<file path="src/rtl/alu_arbiter.sv">
// Two-requester front end for a single 32-bit ALU: arbitrate, execute one op, hold the result until consumed.
// Define ALU_ARB_RR_EN for round-robin tie-breaking; otherwise requester 0 has fixed priority.
module alu_arbiter #(
  parameter int WIDTH = 32
) (
  input  logic             clk,
  input  logic             reset,
  input  logic [1:0]       req_valid,
  output logic [1:0]       req_ready,
  input  logic [WIDTH-1:0] req_a0,
  input  logic [WIDTH-1:0] req_b0,
  input  logic [WIDTH-1:0] req_a1,
  input  logic [WIDTH-1:0] req_b1,
  input  logic [2:0]       req_op0,
  input  logic [2:0]       req_op1,
  output logic [1:0]       rsp_valid,
  input  logic [1:0]       rsp_ready,
  output logic [WIDTH-1:0] rsp_result,
  output logic             rsp_zero,
  output logic             rsp_err,
  output logic             busy,
  output logic [1:0]       dbg_state
);

  // Handshake: a transfer happens on a rising edge where valid and ready are
  // both high; valid and payload must hold stable until that edge, and ready
  // never depends combinationally on the consumer side of the other port.

  typedef enum logic [1:0] {
    IDLE = 2'd0,
    EXEC = 2'd1,
    DONE = 2'd2
  } state_t;

  state_t           state;
  logic [WIDTH-1:0] a_q;
  logic [WIDTH-1:0] b_q;
  logic [2:0]       op_q;
  logic             owner;
  logic             winner;
  logic [WIDTH-1:0] alu_y;
  logic             alu_err;

`ifdef ALU_ARB_RR_EN
  logic last;

  always_comb begin
    winner = ~req_valid[0];
    if (req_valid == 2'b11) winner = ~last;
  end
`else
  always_comb begin
    winner = ~req_valid[0];
  end
`endif

  // Reset gates ready so an asserted reset never looks like an accept.
  always_comb begin
    req_ready = 2'b00;
    if (state == IDLE && !reset) req_ready = {winner, ~winner} & req_valid;
  end

  always_comb begin
    alu_y   = '0;
    alu_err = 1'b0;
    case (op_q)
      3'b000:  alu_y = a_q + b_q;
      3'b001:  alu_y = a_q - b_q;
      3'b010:  alu_y = a_q & b_q;
      3'b011:  alu_y = a_q | b_q;
      3'b101:  alu_y = {{(WIDTH-1){1'b0}}, ($signed(a_q) < $signed(b_q))};
      3'b111:  alu_y = a_q << b_q[4:0];
      default: alu_err = 1'b1;
    endcase
  end

  always_ff @(posedge clk or posedge reset) begin
    if (reset) begin
      state      <= IDLE;
      a_q        <= '0;
      b_q        <= '0;
      op_q       <= 3'b000;
      owner      <= 1'b0;
      rsp_valid  <= 2'b00;
      rsp_result <= '0;
      rsp_zero   <= 1'b0;
      rsp_err    <= 1'b0;
`ifdef ALU_ARB_RR_EN
      last       <= 1'b1;
`endif
    end else begin
      case (state)
        IDLE: begin
          if (|req_ready) begin
            a_q   <= winner ? req_a1 : req_a0;
            b_q   <= winner ? req_b1 : req_b0;
            op_q  <= winner ? req_op1 : req_op0;
            owner <= winner;
`ifdef ALU_ARB_RR_EN
            last  <= winner;
`endif
            state <= EXEC;
          end
        end
        EXEC: begin
          rsp_result <= alu_y;
          rsp_zero   <= (alu_y == '0);
          rsp_err    <= alu_err;
          rsp_valid  <= owner ? 2'b10 : 2'b01;
          state      <= DONE;
        end
        DONE: begin
          if (rsp_ready[owner]) begin
            rsp_valid <= 2'b00;
            state     <= IDLE;
          end
        end
        default: state <= IDLE;
      endcase
    end
  end

  assign busy      = (state != IDLE);
  assign dbg_state = state;

endmodule

</file>
<file path="config.mk">
export PLATFORM = sky130hd
export DESIGN_NAME = alu_arbiter
export DESIGN_NICKNAME = d
export VERILOG_FILES = /design/src/rtl/alu_arbiter.sv
export SDC_FILE = /design/constraint.sdc
export NUM_CORES = 1
export LEC_CHECK = 0
export CAP_MARGIN = 40
export CELL_PAD_IN_SITES_DETAIL_PLACEMENT = 1
export CELL_PAD_IN_SITES_GLOBAL_PLACEMENT = 1
export CORE_AREA = 2 2 166 168
export CTS_CLUSTER_DIAMETER = 120
export DETAILED_ROUTE_END_ITERATION = 10
export DIE_AREA = 0 0 168 170
export HOLD_SLACK_MARGIN = 0.02
export PLACE_DENSITY = 0.95
export SLEW_MARGIN = 0
export SYNTH_ARGS = -nofsm -noshare
export SYNTH_HDL_FRONTEND = slang
export SYNTH_SLANG_ARGS = --single-unit
</file>
<file path="constraint.sdc">
create_clock -name clk -period 6.4 [get_ports clk]
set_input_delay 1.28 -clock clk [delete_from_list [all_inputs] [get_ports clk]]
set_output_delay 1.28 -clock clk [all_outputs]
set_load 0.03 [all_outputs]
</file>
==> flow_metrics.tcl, run 1 <==
set metrics [dict create \
    status "finished, final reports clean" \
    gp_congestion 1.02 \
    cts.sinks 106 \
    nets 1861 \
    drtIter0Drc 1175 \
    synth-simple-area-share 0.171 \
    rows 60 \
    synthMuxAreaShare 0.141 \
    rsz0062_at_grt "false" \
    tritoncts "done" \
    portBuffers 180 \
    vias 12775 \
    grt_pass1_vias 12822 \
    tightest_slew_ps 901 \
    min_path_type "flip-flop to flip-flop" \
    viasPerCell 6.51 \
    avgSynthCellArea_um2 7.88 \
    synth_cell_types 90 \
    cap_viol_max_count 0 \
    r2r_slack_ps 1140 \
    grt_first_pass_wirelength_um 75700 \
    worstPathMaxFanout 23 \
    postRouteAntennaNets 0 \
    ys_async_sr_fraction 1.00 \
    dr_wl_met3_um 4250 \
    syn-num-nets 1752 \
    cts_max_path_buffers 2 \
    final_cell_mix "179 x clkdlybuf4s50_1, 178 x a21oi_1, 158 x nor2_1" \
    drt-met1-wl_um 21400 \
    grt_util_all_layers 0.342 \
    period_needed_ps 5260 \
    slew_viol_final 0 \
    hold_buffers 0 \
    synth_xor_area_frac 0.0111 \
    crit_type "flip-flop to flip-flop" \
    netlist_area_um2 11900 \
    fillers 3221 \
    finalHoldViolCount 0 \
    grt_max_degree 87 \
    max_freq_mhz 190 \
    ctsHtreeMaxLevel 3 \
    drc_errors 0 \
    die_h_um 170 \
    synthAdderAreaFrac 0.112 \
    core_region_area_um2 26700 \
    initial_utilization 0.445 \
    required_ps 6730 \
    die_area_um2 28600 \
    post_drt_wl_per_cell_um 25.1 \
    ioPinCount 181 \
    period_share 0.822 \
    synth_ff_type "dfrtp_1" \
    skew_ps 18.5 \
    syn_inst 1507 \
    cp-end-kind "flip-flop" \
    ctsResizeCount 0 \
    setup_violations 0 \
    syn2layout_area_growth_pct 18.7 \
    postCtsSetupRepairBufs 0 \
    yosys_warnings 0 \
    grt_overflow 0 \
    cts_made_buffers 9 \
    root_buffer "clkbuf_16" \
    cts.clk_slew.worst_paths_ps 90 \
    dpl.hpwl_um 38700 \
    synth_top_family_by_area "compound AO/OA/AOI/OAI gates" \
    wl_met2_um 22300 \
    synth_edf_count 0 \
    synth_compound_area_frac 0.269 \
    timing.setup.tns_ps 0 \
    drive_above_1_share 0.0574 \
    antenna_found_initial 1 \
    final_common_cell "clkdlybuf4s50_1" \
    drt-pass1-iter-count 5 \
    die_x_um 168 \
    insertion_delay_ps 380 \
    yosysSeqAreaShare 0.224 \
    highest_layer "met5" \
    slew_headroom 0.393 \
    crit_arrival_ps 5590 \
    start_kind "flip-flop" \
    synth_seq_cells 106 \
    routed_wl_um 49200 \
]
==> flip-flops by register name, indices dropped and copies added, names as in the netlist <==
signal	count
rsp_result	32
rsp_err	1
rsp_valid	2
rsp_zero	1
b_q	32
owner	1
op_q	3
a_q	32
dbg_state	2
==> cells in the mapped netlist (5+ instances only) <==
library cell / count / share of area
a2111oi_0: 5 / 0.0037
o221a_2: 6 / 0.0057
mux2i_1: 110 / 0.093
nand4_1: 15 / 0.0079
mux4_1: 5 / 0.011
ha_1: 103 / 0.11
o31ai_1: 15 / 0.0095
o21a_1: 11 / 0.0070
and3_1: 5 / 0.0026
or2_2: 5 / 0.0026
nor3_1: 31 / 0.013
a21oi_1: 178 / 0.075
a31oi_1: 17 / 0.0090
o21bai_1: 11 / 0.0070
nor2_1: 159 / 0.050
nand3_1: 21 / 0.0089
a221oi_1: 13 / 0.0096
xnor2_1: 13 / 0.0096
clkbuf_1: 63 / 0.020
buf_1: 9 / 0.0028
mux4_2: 13 / 0.025
a21o_1: 8 / 0.0051
a211oi_1: 19 / 0.012
mux2_2: 12 / 0.011
dfrtp_1: 106 / 0.22
and2_1: 9 / 0.0047
a311oi_1: 5 / 0.0037
o221ai_1: 17 / 0.013
o21ai_0: 76 / 0.032
a22o_1: 8 / 0.0059
inv_1: 101 / 0.032
nand2b_1: 7 / 0.0037
o21ai_1: 7 / 0.0030
nand2_1: 152 / 0.048
nor4_1: 12 / 0.0063
o211ai_1: 24 / 0.015
nor2b_1: 11 / 0.0058
o2111ai_1: 5 / 0.0037
o22ai_1: 16 / 0.0084
buf_2: 19 / 0.0080
==> stage by stage <==
stage	utilization	hold slack [ps]	instance area, um2	instances	setup WS [ps]
after floorplan	-	520	11900	1507	2330
after detailed placement	0.517	474	13800	1945	1340
after global placement	0.516	459	13800	1943	1550
after CTS	0.527	491	14100	1961	1340
after global routing	0.528	505	14100	1962	896
final	0.528	485	14100	1963	1140
==> final cells by class <==
cell class	instances	area (um2)	share of cell area
tap	341	427	0.0303
antenna	1	2.50	0.000178
timing repair buffer	198	1960	0.139
sequential	106	2650	0.188
clock inverter	6	50.0	0.00355
inverter	103	389	0.0276
multi-input combinational	1198	8370	0.594
clock buffer	10	229	0.0163
==> worst paths after layout <==
kind,endpoint,cells past startpoint,startpoint
worst max-delay path,rsp_zero,13,b_q[3]
worst min-delay path,rsp_result[27],2,rsp_result[27]
worst max register to register,rsp_zero,13,b_q[3]
worst min register to register,rsp_result[27],2,rsp_result[27]
max in group asynchronous,b_q[25],3,reset
min in group asynchronous,b_q[10],2,reset
==> logic make-up after synthesis <==
| family | after synthesis |
|---|---|
| AO/OA/AOI/OAI | 487 |
| XOR/XNOR | 15 |
| adder cells (fa/ha/maj) | 105 |
| buffers and inverters | 203 |
| flip-flops | 106 |
| multiplexers | 141 |
| AND/OR/NAND/NOR | 450 |
==> layer usage <==
layer / vias up / global-route usage
met1: 6349 / 0.476
met3: 95 / 0.0607
met5: - / 0
met2: 609 / 0.547
li1: 5720 / -
met4: 2 / 0.0975
==> worst max-delay path, stage by stage, from the launching register on <==
cell and delay, ps:
dfrtp_1 830, clkinv_1 770, ha_1 630, o211ai_1 130, o21ai_1 380, a31oi_2 280
o311ai_1 430, nand2_1 190, o41ai_1 450, o221ai_1 190, a221oi_2 370, nand4bb_1 180
nor4_2 170, a32o_2 200
Power of run 1 is not shown: default switching activity piles up to over one toggle a cycle in this logic, so the estimate is an artifact.
==> inputs of run 2 (changes only) <==
CORE_AREA = 2 2 183 185   (was 2 2 166 168)
DIE_AREA = 0 0 185 187   (was 0 0 168 170)
PLACE_DENSITY = 0.85   (was 0.95)
clock period = 4.5 ns   (was 6.4 ns; I/O delays follow)
==> flow_metrics.tcl, run 2 (synthesis results as in run 1) <==
set metrics [dict create \
    final_common_cell "clkdlybuf4s50_1" \
    skew_ps 10.5 \
    hold_buffers 0 \
    worstPathMaxFanout 15 \
    min_path_type "flip-flop to flip-flop" \
    tightest_slew_ps 934 \
    dpl.hpwl_um 40500 \
    die_h_um 187 \
    regArea_um2 2650 \
    postCtsSetupRepairBufs 0 \
    ctsHtreeMaxLevel 3 \
    hold_start "rsp_result[0]" \
    antenna_cells 0 \
    max_freq_mhz 234 \
    slew_viol_final 0 \
    drtIter0Drc 1202 \
    grt_util_all_layers 0.290 \
    grt_first_pass_wirelength_um 76800 \
    viasPerCell 6.07 \
    drive_above_1_share 0.0888 \
    grt_max_degree 113 \
    initial_utilization 0.361 \
    root_buffer "clkbuf_16" \
    r2r_slack_ps 230 \
    holdPathStages 2 \
    rr_worst_depth 13 \
    status "finished, final reports clean" \
    top_regs "a_q (32), b_q (32), rsp_result (32)" \
    drc_errors 0 \
    setup_violations 0 \
    final_cell_mix "179 x clkdlybuf4s50_1, 178 x a21oi_1, 158 x nor2_1" \
    die_x_um 185 \
    drt-pass1-iter-count 5 \
    crit_type "flip-flop to flip-flop" \
    tritoncts "done" \
    routed_wl_um 50800 \
    gp_congestion 1.01 \
    cts_made_buffers 9 \
    rows 67 \
    period_needed_ps 4270 \
    nets 1917 \
    grt_overflow 0 \
    whs_endpoint "rsp_result[0]" \
    syn2layout_area_growth_pct 23.5 \
    finalHoldViolCount 0 \
    cts.sinks 106 \
    vias 12904 \
    ctsResizeCount 0 \
    multi_input_area_um2 8370 \
    slew_headroom 0.371 \
    insertion_delay_ps 380 \
    cts.clk_slew.worst_paths_ps 80 \
    cts_max_path_buffers 2 \
    r2r-start "b_q[10]" \
    ioPinCount 181 \
    die_area_um2 34600 \
    fillers 3992 \
    timing.setup.tns_ps 0 \
    grt_pass1_vias 13018 \
    r2r_end "rsp_zero" \
    core_region_area_um2 32900 \
    cp-end-kind "flip-flop" \
    required_ps 4820 \
    start_kind "flip-flop" \
    rsz0062_at_grt "false" \
    period_share 0.950 \
    cap_viol_max_count 0 \
    post_drt_wl_per_cell_um 23.9 \
    antenna_found_initial 0 \
    crit_arrival_ps 4590 \
    portBuffers 180 \
    postRouteAntennaNets 0 \
]
run 2: cell count changes in the layout (fill, tap and decap cells not counted), moves of 2 or more:
cell | before | now
buf_12 | 0 | 2
buf_4 | 17 | 72
clkinvlp_4 | 1 | 3
inv_6 | 2 | 0
run 2: worst max-delay path by stage:
stage / start / to / slack (ps)
finish: b_q[10] / rsp_zero / 230
global route: b_q[10] / rsp_zero / 70
global placement: b_q[10] / rsp_zero / 460
detailed placement: a_q[0] / rsp_zero / 390
floorplan: b_q[2] / rsp_zero / 660
CTS: b_q[10] / rsp_zero / 370
run 2: cell type report:
cell class              instances  area share
clock buffers                   9      0.0154
clock inverters                 7     0.00427
multi-input cells            1198       0.571
flip-flops and latches        106       0.181
repair buffers                254       0.164
inverters                     103      0.0265
well taps                     448      0.0382
run 2: metrics by stage:
stage / hold WS, ps / setup slack [ps] / util / area [um2] / instances
after floorplan: 520 / 659 / - / 11900 / 1507
after global placement: 459 / 461 / 0.436 / 14300 / 2107
after detailed placement: 473 / 394 / 0.436 / 14300 / 2108
after CTS: 491 / 371 / 0.445 / 14600 / 2124
after global routing: 526 / 66.6 / 0.446 / 14700 / 2125
final: 487 / 225 / 0.446 / 14700 / 2125
run 2: critical path, stage by stage, from the launching register on:
cell and delay [ps]:
dfrtp_1 450, inv_1 90, ha_1 680, nand2_1 190
nor3_2 280, a31oi_2 180, o311ai_1 450, nand2_1 200
o41ai_1 500, o221ai_1 220, a221oi_2 440, nand4bb_1 160
nor4_2 160, a32o_2 200
run 2: per-layer routing:
metal	up-vias	part of all wire	global-route usage
li1	5824	-	-
met1	6378	0.45	0.409
met2	597	0.44	0.448
met3	105	0.080	0.0508
met4	0	0.032	0.0928
met5	-	0	0
Power of run 2 is left out for the same reason.
